==> config.mk <==
export PLATFORM = sky130hd
export DESIGN_NAME = servo_slew_ctrl
export DESIGN_NICKNAME = d
export VERILOG_FILES = /design/src/rtl/servo_slew_ctrl.sv
export SDC_FILE = /design/constraint.sdc
export NUM_CORES = 1
export LEC_CHECK = 0
export ABC_AREA = 1
export CORE_AREA = 2 2 139 141
export DETAILED_ROUTE_END_ITERATION = 8
export DIE_AREA = 0 0 141 143
export GPL_ROUTABILITY_DRIVEN = 0
export GPL_TIMING_DRIVEN = 0
export PLACE_DENSITY = 0.84
export SETUP_SLACK_MARGIN = 0.02
export SLEW_MARGIN = 30
export SYNTH_ARGS = -nofsm -noshare
export SYNTH_HDL_FRONTEND = slang
export SYNTH_SLANG_ARGS = --single-unit
export TNS_END_PERCENT = 10
==> constraint.sdc <==
create_clock -name clk -period 3.7 [get_ports clk]
set_clock_uncertainty 0.2 [all_clocks]
set_input_delay 0.74 -clock clk [delete_from_list [all_inputs] [get_ports clk]]
set_output_delay 0.74 -clock clk [all_outputs]
set_load 0.01 [all_outputs]
==> src/rtl/servo_slew_ctrl.sv <==
// Multi-channel servo position slew limiter: once per frame, each channel's
// position moves toward its commanded target by at most its rate.
`timescale 1ns/1ps
module servo_slew_ctrl #(
  parameter int CLK_FREQUENCY = 12000000,
  parameter int FRAME_HZ      = 50,
  parameter int NUM_CH        = 4
) (
  input  logic                clk,
  input  logic                rst,
  input  logic                cmd_valid,
  output logic                cmd_ready,
  input  logic [2:0]          cmd_ch,
  input  logic [7:0]          cmd_target,
  input  logic [7:0]          cmd_rate,
  output logic [NUM_CH*8-1:0] pos,
  output logic [NUM_CH-1:0]   busy,
  output logic                frame_tick
);
  localparam int FRAME_COUNT = CLK_FREQUENCY / FRAME_HZ;
  localparam int CW          = (FRAME_COUNT > 1) ? $clog2(FRAME_COUNT) : 1;

  generate
    if (NUM_CH < 1 || NUM_CH > 8) begin : g_bad_num_ch
      $error("servo_slew_ctrl: NUM_CH must be 1..8");
    end
    if (NUM_CH + 1 >= FRAME_COUNT) begin : g_bad_frame
      $error("servo_slew_ctrl: update pass does not fit in a frame");
    end
  endgenerate

  typedef enum logic {IDLE, UPDATE} state_t;

  state_t        r_state, w_state_nxt;
  logic [2:0]    r_idx, w_idx_nxt;
  logic [CW-1:0] r_cnt;
  logic          w_tick;
  logic          w_accept;

  // Frame timebase free-runs regardless of the update FSM.
  assign w_tick     = (r_cnt == CW'(FRAME_COUNT - 1));
  assign frame_tick = w_tick & ~rst;

  always_ff @(posedge clk) begin
    if (rst)         r_cnt <= '0;
    else if (w_tick) r_cnt <= '0;
    else             r_cnt <= r_cnt + 1'b1;
  end

  always_ff @(posedge clk) begin
    if (rst) begin
      r_state <= IDLE;
      r_idx   <= '0;
    end else begin
      r_state <= w_state_nxt;
      r_idx   <= w_idx_nxt;
    end
  end

  always_comb begin
    w_state_nxt = r_state;
    w_idx_nxt   = r_idx;
    cmd_ready   = 1'b0;
    case (r_state)
      IDLE: begin
        cmd_ready = ~rst;
        if (w_tick) begin
          w_state_nxt = UPDATE;
          w_idx_nxt   = '0;
        end
      end
      UPDATE: begin
        if (r_idx == 3'(NUM_CH - 1)) begin
          w_state_nxt = IDLE;
          w_idx_nxt   = '0;
        end else begin
          w_idx_nxt = r_idx + 3'd1;
        end
      end
      default: w_state_nxt = IDLE;
    endcase
  end

  assign w_accept = cmd_valid & cmd_ready;

  genvar gi;
  generate
    for (gi = 0; gi < NUM_CH; gi++) begin : g_ch
      logic [7:0] r_tgt, r_rate, r_pos;
      logic [8:0] w_t9, w_p9, w_r9, w_d9, w_nx9;

      // 9-bit step math keeps pos +/- rate from wrapping before the clamp.
      always_comb begin
        w_t9 = {1'b0, r_tgt};
        w_p9 = {1'b0, r_pos};
        w_r9 = {1'b0, r_rate};
        w_d9 = (w_t9 > w_p9) ? (w_t9 - w_p9) : (w_p9 - w_t9);
        if (w_r9 == 9'd0 || w_d9 <= w_r9) w_nx9 = w_t9;
        else if (w_t9 > w_p9)             w_nx9 = w_p9 + w_r9;
        else                              w_nx9 = w_p9 - w_r9;
      end

      // Out-of-range channel numbers never match a lane, so they are dropped.
      always_ff @(posedge clk) begin
        if (rst) begin
          r_tgt  <= 8'd128;
          r_rate <= 8'd0;
          r_pos  <= 8'd128;
        end else begin
          if (w_accept && cmd_ch == 3'(gi)) begin
            r_tgt  <= cmd_target;
            r_rate <= cmd_rate;
          end
          if (r_state == UPDATE && r_idx == 3'(gi)) r_pos <= w_nx9[7:0];
        end
      end

      assign pos[gi*8 +: 8] = r_pos;
      assign busy[gi]       = (r_tgt != r_pos);
    end
  endgenerate
endmodule
==> impl_table.tex, run 1 <==
\begin{tabular}{lr}
\hline
Metric & Value \\
\hline
\multicolumn{2}{l}{\textbf{Timing}} \\
\quad Final critical-path share of the clock period & 101\% \\
\quad TNS Setup & -0.100 ns \\
\quad Final hold viol count & 0 \\
\quad Unrepaired setup endpoints after global routing & yes \\
\quad Slew at the pin closest to its max-slew limit & 0.982 ns \\
\quad Final-layout worst hold slack & 0.263 ns \\
\quad Max-slew violation count & 0 \\
\quad Setup ws final & -0.0391 ns \\
\quad Worst slew margin relative to its limit & 33.9\% \\
\quad Shortest period the worst path allows & 3.74 ns \\
\quad Setup-failing EPs final & 4 \\
\quad Max Clk Rate & 267 MHz \\
\multicolumn{2}{l}{\textbf{GRT}} \\
\quad Largest net degree at the start of global routing & 17 \\
\quad Global-route wire length before repair & 47900 um \\
\quad Gr usage total & 30.0\% \\
\quad Aggregate global routing overflow & 0 \\
\quad Number of global-route vias before repair & 10000 \\
\quad Initial antenna violation count & 1 \\
\multicolumn{2}{l}{\textbf{Yosys}} \\
\quad Post-Syn Area & 10200 sq um \\
\quad Sequential fraction of the synthesis area & 23.1\% \\
\quad Net Count, Synth & 1648 \\
\quad Number of cells produced by synthesis & 1481 \\
\quad Synth Area per Inst & 6.89 sq um \\
\quad Number of synthesized register bits & 118 \\
\quad Cell taking the most area after synthesis & dfxtp\_1 \\
\quad Ranking of synthesized cells by area & dfxtp\_1 23\%, ha\_1 16\%, nand2\_1 11\% \\
\quad Count of distinct cell types in the synthesized netlist & 48 \\
\quad Area share of the largest cell type after synthesis & 23.1\% \\
\quad Yosys synthesis warning count & 0 \\
\multicolumn{2}{l}{\textbf{Setup path}} \\
\quad Class of the most critical setup path & reg2reg \\
\quad R2R Path End & g\_ch[0].r\_pos[1] \\
\quad Critical path data required time & 3.79 ns \\
\quad Nature of the critical path endpoint & flop \\
\quad Critical path startpoint category & flop \\
\quad Worst reg2reg startpoint & g\_ch[0].r\_pos[3] \\
\quad Register-to-register setup slack & -0.04 ns \\
\quad Crit path DAT & 3.83 ns \\
\quad Critical Path Fanout Max & 6 \\
\quad Crit path largest cell delay & 0.37 ns \\
\quad Most frequent CP cell & nand2\_1 \\
\quad Library cell contributing the largest single delay on the critical path & dfxtp\_4 \\
\quad Number of cells on the worst reg-to-reg path & 30 \\
\quad Launching instance or port of the critical path & g\_ch[0].r\_pos[3] \\
\quad CP endpoint & g\_ch[0].r\_pos[1] \\
\multicolumn{2}{l}{\textbf{Cells and area}} \\
\quad Relative area change from synthesis to final layout & 30.4\% \\
\quad Number of nets in the finished design & 1803 \\
\quad Post-route cell area & 13300 sq um \\
\quad Utilization after layout & 71.6\% \\
\quad Fill cells & 1305 \\
\quad Most common cell after layout, fill and taps aside & nand2\_1 \\
\quad Commonest non-fill, non-tap cells in the layout & 257 x nand2\_1, 213 x inv\_1, 155 x a21oi\_1 \\
\quad Fraction of layout instances using a drive strength above 1 & 21.0\% \\
\multicolumn{2}{l}{\textbf{Flow run}} \\
\quad Number of violations of the max-capacitance limit & 0 \\
\multicolumn{2}{l}{\textbf{Route}} \\
\quad DRC violation count after routing & 0 \\
\quad Number of antenna-violating nets in the routed design & 0 \\
\quad Routed wire per std cell & 17.8 um \\
\quad Drt first-iter violations & 1207 \\
\quad Detailed Routing Iterations Pass 1 & 6 \\
\quad Drt total wl & 33500 um \\
\quad Vias & 11100 \\
\quad Ratio of routed vias to standard cells & 5.89 \\
\multicolumn{2}{l}{\textbf{Floorplanning}} \\
\quad Number of I/O pins & 60 \\
\quad Core ar. & 18600 sq um \\
\quad Starting density of the core & 54.9\% \\
\quad Vertical die dimension & 143 um \\
\quad Width of the die & 141 um \\
\quad Number of placement rows & 50 \\
\quad Die area & 20200 sq um \\
\multicolumn{2}{l}{\textbf{Placed design}} \\
\quad Final HPWL DP & 21600 um \\
\quad Count of buffers from port buffering & 58 \\
\quad Placed instance area & 11100 sq um \\
\multicolumn{2}{l}{\textbf{Power}} \\
\quad Register share of total power & 28.1\% \\
\quad Power share of the combinational group & 34.2\% \\
\quad Clock network fraction of total power & 37.7\% \\
\quad Power density over the cells & 344 nW/um\^{}2 \\
\quad Pint & 2.94 mW \\
\quad Switching component of the power & 1.64 mW \\
\quad Switching share of total power & 35.7\% \\
\quad VDD IR max & 0.339 mV \\
\quad Total chip power & 4.58 mW \\
\quad Lkg Pwr & 6.02 nW \\
\multicolumn{2}{l}{\textbf{Hold path}} \\
\quad Worst hold-check path type & reg2reg \\
\quad Hold Path Cell Cnt & 1 \\
\multicolumn{2}{l}{\textbf{Clock network}} \\
\quad Root buffer selected by CTS & clkbuf\_16 \\
\quad Number of sinks handled by clock tree synthesis & 118 \\
\quad TritonCTS clock tree & built \\
\quad Depth of the CTS H-tree & 4 \\
\quad Largest buffer count on any clock path & 2 \\
\quad Total clock buffers created by CTS & 17 \\
\quad Clock input transition at the sequential cells of the worst setup and hold paths & 0.06 ns \\
\quad Clock Latency Late Sink & 0.43 ns \\
\multicolumn{2}{l}{\textbf{Outcome}} \\
\quad Failing checks & setup timing \\
\quad Result of the run & finished, violations left \\
\hline
\end{tabular}
-- through the flow --
stage          setup slack [ns]  std cells
3_3_place_gp             -0.315       1773
3_5_place_dp             -0.455       1773
2_1_floorplan             0.124       1481
4_1_cts                  0.0123       1830
5_1_grt                  -0.201       1883
6_report                -0.0391       1885
-- final cells by class --
class / instances / area (sq um) / share of cell area [%]
clock buffers: 17 / 425 / 3.20
plain buffers: 35 / 228 / 1.71
diodes: 2 / 5.00 / 0.0376
repair inverters: 1 / 8.76 / 0.0658
clock inverters: 15 / 178 / 1.34
well taps: 234 / 293 / 2.20
inverters: 238 / 912 / 6.86
flip-flops and latches: 118 / 2460 / 18.5
multi-input cells: 1093 / 7630 / 57.4
repair buffers: 132 / 1160 / 8.72
-- power by group through the flow --
| stage | combinational (mW) | clock [mW] | sequential [mW] |
|---|---|---|---|
| after global placement | 1.08 | 0 | 1.33 |
| after floorplan | 0.850 | 0 | 1.33 |
| after detailed placement | 1.12 | 0 | 1.33 |
| after global routing | 1.69 | 1.77 | 1.29 |
| after CTS | 1.29 | 1.72 | 1.30 |
| final | 1.57 | 1.73 | 1.29 |
-- Yosys cell counts (all sizes together) --
cell    count
nor2       75
xnor2      20
nand3b      4
nand4      17
a211oi      5
mux2i       1
a21oi     170
dfxtp     118
o311ai      1
xor2       50
o21ai     114
ha        133
buf        19
nor3       18
o211ai      6
nand3     116
or2         2
nand2     313
a221oi      1
clkbuf     18
and3        1
clkinv      1
o21bai      7
o221ai      1
inv       237
nor4        6
a31oi       3
fa         12
o21a        2
nor3b       1
a21o        9
-- critical path: cells and delay by family (launching register included) --
family	cells	cell delay (ns)
compound gates	3	0.26
xor+xnor	1	0.15
fa+ha+maj	2	0.56
buf+inv	8	0.77
flops	1	0.37
simple gates	16	1.25
-- layer usage --
metal | part of all wire, % | global-route usage (%)
met3 | 8.4 | 6.04
met5 | 0 | 0
met2 | 47 | 51.3
met4 | 6.4 | 16.6
met1 | 39 | 35.2
-- flip-flops by register name (all words and copies together) (netlist names) --
signal and count:
r_cnt 18, r_state 1, g_ch.r_tgt 32, r_idx 3, g_ch.r_rate 32, g_ch.r_pos 32
-- logic make-up (layout without fill, tap and decap cells) --
group	after synthesis	after routing	synth area share, %
other	0	2	0
multiplexers	1	1	0.0981
AND/OR/NAND/NOR	553	558	24.7
AO/OA/AOI/OAI	319	319	16.7
buffers and inverters	275	438	10.7
XOR/XNOR	70	70	6.01
adder cells (fa/ha/maj)	145	145	18.7
flip-flops	118	118	23.1
-- worst min path at each step --
stage	slack (ns)	start	endpoint
after global placement	0.24	r_cnt[0]	r_cnt[0]
after CTS	0.27	r_cnt[0]	r_cnt[0]
after global routing	0.30	r_cnt[17]	r_cnt[17]
final	0.26	r_cnt[0]	r_cnt[0]
after floorplan	0.23	r_cnt[0]	r_cnt[0]
after detailed placement	0.26	r_cnt[0]	r_cnt[0]
-- what timing repair did --
action                                  CTS  global route
cloned                                    5             1
hold buffers                              0             0
endpoints found under the setup margin   32            32
setup buffers                            20            54
pin swaps                                19            87
resized for setup                        85           192
Power figures use the tool's default switching activity.
==> inputs of run 2 (changes only) <==
--- a/config.mk
+++ b/config.mk
@@ -10,7 +10,7 @@
 export DETAILED_ROUTE_END_ITERATION = 8
 export DIE_AREA = 0 0 141 143
 export GPL_ROUTABILITY_DRIVEN = 0
-export GPL_TIMING_DRIVEN = 0
+export MAX_ROUTING_LAYER = met4
 export PLACE_DENSITY = 0.84
 export SETUP_SLACK_MARGIN = 0.02
 export SLEW_MARGIN = 30
==> impl_table.tex, run 2 (synthesis results as in run 1) <==
\begin{tabular}{lr}
\hline
Metric & Value \\
\hline
\multicolumn{2}{l}{\textbf{Outcome}} \\
\quad Result of the run & complete, no violations \\
\multicolumn{2}{l}{\textbf{Power}} \\
\quad Power density over the cells & 339 nW/um\^{}2 (-1.6\%) \\
\quad Clock network fraction of total power & 38.4\% (+0.7 points) \\
\quad Register share of total power & 31.1\% (+3.0 points) \\
\quad Lkg Pwr & 5.74 nW (-4.7\%) \\
\quad Switching component of the power & 1.43 mW (-13\%) \\
\quad Pint & 2.75 mW (-6.6\%) \\
\quad Total chip power & 4.17 mW (-8.8\%) \\
\quad VDD IR max & 0.296 mV (-13\%) \\
\quad Switching share of total power & 34.2\% (-1.5 points) \\
\quad Power share of the combinational group & 30.4\% (-3.8 points) \\
\multicolumn{2}{l}{\textbf{Cells and area}} \\
\quad Antenna diode instance count & 0 (-2) \\
\quad Fraction of layout instances using a drive strength above 1 & 12.4\% (-8.6 points) \\
\quad Commonest non-fill, non-tap cells in the layout & 284 x nand2\_1, 233 x inv\_1, 161 x a21oi\_1 \\
\quad Most common cell after layout, fill and taps aside & nand2\_1 \\
\quad Number of nets in the finished design & 1748 (-3.1\%) \\
\quad Number of cells in the finished layout apart from fillers & 1828 (-3.0\%) \\
\quad Largest registers & g\_ch.r\_pos (32), g\_ch.r\_rate (32), g\_ch.r\_tgt (32) \\
\quad Relative area change from synthesis to final layout & 20.7\% \\
\multicolumn{2}{l}{\textbf{Placed design}} \\
\quad Count of buffers from port buffering & 59 (+1.7\%) \\
\quad Final HPWL DP & 21200 um (-1.8\%) \\
\quad Dpl cells & 1779 (+0.34\%) \\
\multicolumn{2}{l}{\textbf{GRT}} \\
\quad Routing usage on met2 & 47.7\% (-3.6 points) \\
\quad Gr usage total & 28.6\% (-1.4 points) \\
\quad Initial antenna violation count & 0 (-1) \\
\quad Met1 track demand over resource in global routing & 34.4\% (-0.86 points) \\
\quad Largest net degree at the start of global routing & 31 (+14) \\
\quad GR met3 Demand/Resource & 4.12\% (-1.9 points) \\
\quad Number of global-route vias before repair & 9573 (-4.4\%) \\
\quad Global-route wire length before repair & 44900 um (-6.4\%) \\
\quad Aggregate global routing overflow & 0 (unchanged) \\
\quad Most used routing layer in global routing & met2 \\
\multicolumn{2}{l}{\textbf{Timing}} \\
\quad Unrepaired setup endpoints after global routing & yes \\
\quad Max Clk Rate & 282 MHz (+5.5\%) \\
\quad Setup-failing EPs final & 0 (-4) \\
\quad TNS Setup & 0 ns (+0.100 ns) \\
\quad Max-slew violation count & 0 (unchanged) \\
\quad Slew at the pin closest to its max-slew limit & 0.843 ns (-0.139 ns) \\
\quad Shortest period the worst path allows & 3.54 ns (-0.195 ns) \\
\quad Worst slew margin relative to its limit & 43.7\% (+9.8 points) \\
\quad Final hold viol count & 0 (unchanged) \\
\quad Final critical-path share of the clock period & 95.8\% (-5.3 points) \\
\multicolumn{2}{l}{\textbf{Clock network}} \\
\quad TritonCTS clock tree & built \\
\quad Depth of the CTS H-tree & 4 (unchanged) \\
\quad Number of sinks handled by clock tree synthesis & 118 (unchanged) \\
\quad Root buffer selected by CTS & clkbuf\_16 \\
\quad Total clock buffers created by CTS & 17 (unchanged) \\
\quad Clock Latency Late Sink & 0.43 ns (about the same) \\
\quad Largest buffer count on any clock path & 2 (unchanged) \\
\quad Clock input transition at the sequential cells of the worst setup and hold paths & 0.06 ns (about the same) \\
\multicolumn{2}{l}{\textbf{Route}} \\
\quad Number of antenna-violating nets in the routed design & 0 (unchanged) \\
\quad Drt first-iter violations & 1067 (-12\%) \\
\quad Detailed Routing Iterations Pass 1 & 6 (unchanged) \\
\quad Drt total wl & 29000 um (-13\%) \\
\quad Routed wire per std cell & 15.9 um (-11\%) \\
\quad DRC violation count after routing & 0 (unchanged) \\
\quad Ratio of routed vias to standard cells & 5.65 (-4.1\%) \\
\quad Vias & 10300 (-7.0\%) \\
\multicolumn{2}{l}{\textbf{Flow run}} \\
\quad Number of violations of the max-capacitance limit & 0 (unchanged) \\
\multicolumn{2}{l}{\textbf{Floorplanning}} \\
\quad Die area & 20200 sq um (unchanged) \\
\quad Vertical die dimension & 143 um (unchanged) \\
\quad Width of the die & 141 um (unchanged) \\
\quad Core ar. & 18600 sq um (unchanged) \\
\quad Number of placement rows & 50 (unchanged) \\
\quad Number of I/O pins & 60 (unchanged) \\
\quad Starting density of the core & 54.9\% (unchanged) \\
\multicolumn{2}{l}{\textbf{Setup path}} \\
\quad Nature of the critical path endpoint & flop \\
\quad Critical Path Fanout Max & 9 (+3) \\
\quad Class of the most critical setup path & reg2reg \\
\quad Critical path data required time & 3.82 ns (+0.03 ns) \\
\quad Critical path startpoint category & flop \\
\quad Crit path DAT & 3.67 ns (-0.16 ns) \\
\multicolumn{2}{l}{\textbf{Hold path}} \\
\quad Worst hold-check path type & reg2reg \\
\hline
\end{tabular}
-- run 2: cell types whose count changed in the layout (fill, tap and decap cells not counted), sizes merged --
cell           delta
clkdlybuf4s50     +1
nand2             -5
clkbuf           -16
bufinv            -2
diode             -2
inv               -1
buf              -32
-- run 2: per-layer routing --
layer	vias up	routed length, um	part of all wire, %
li1	5049	-	-
met1	4771	12200	42
met2	411	13800	48
met3	98	1900	6.6
met4	0	1170	4.0
met5	-	0	0
-- run 2: worst paths after layout --
path	start	end	slack, ns	cells past startpoint
setup reg to reg	g_ch[0].r_pos[2]	g_ch[0].r_pos[7]	0.16	26
hold reg to reg	r_cnt[0]	r_cnt[0]	0.26	1
setup / recovery	g_ch[0].r_pos[2]	g_ch[0].r_pos[7]	0.16	26
hold / removal	r_cnt[0]	r_cnt[0]	0.26	1
-- run 2: what timing repair did --
| item | 4_1_cts | 5_1_grt |
|---|---|---|
| setup endpoints to repair | 18 | 32 |
| hold buffers | 0 | 0 |
| resized for setup | 3 | 94 |
| buffers inserted | 4 | 13 |
| pin swaps | 2 | 18 |
-- run 2: area by class of cell --
type | instances | area, sq um
multi-input cells | 1088 | 7110
fillers | 1455 | 6260
flip-flops and latches | 118 | 2390
repair buffers | 118 | 1040
inverters | 238 | 911
clock buffers | 19 | 453
well taps | 234 | 293
clock inverters | 13 | 124
-- run 2: through the flow --
stage	setup slack, ns	hold slack (ns)	instance area, sq um	utilization, %
final	0.156	0.259	12300	66.3
after global routing	-0.128	0.274	12300	66.3
after CTS	0.00167	0.261	11800	63.6
after detailed placement	0.000413	0.252	11200	60.4
after global placement	0.0530	0.242	11200	60.4
after floorplan	0.124	0.229	10200	-
-- run 2: critical path, stage by stage, from the launching register on --
cell and delay [ns]:
dfxtp_4 0.37, inv_1 0.08, ha_4 0.32, nand2_2 0.10
nor2_1 0.15, nand3_1 0.11, nand3_2 0.11, nand2_4 0.10
o21ai_0 0.26, xor2_1 0.20, inv_1 0.06, ha_1 0.29
nand2_1 0.06, nor2_2 0.13, nand2_1 0.06, nand3_1 0.06
nand2_1 0.05, nand2_1 0.05, nand2_1 0.05, nand2_1 0.06
nand2_2 0.08, nand2_4 0.10, nand2_4 0.09, inv_1 0.08
nand2_1 0.05, o21ai_1 0.12, nand2_1 0.06
-- run 2: power by group through the flow --
stage / logic [mW] / clock network (mW) / registers, mW
after CTS: 1.14 / 1.62 / 1.30
after global routing: 1.41 / 1.67 / 1.30
final: 1.27 / 1.61 / 1.30
after global placement: 1.09 / 0 / 1.33
after floorplan: 0.850 / 0 / 1.33
after detailed placement: 1.12 / 0 / 1.33
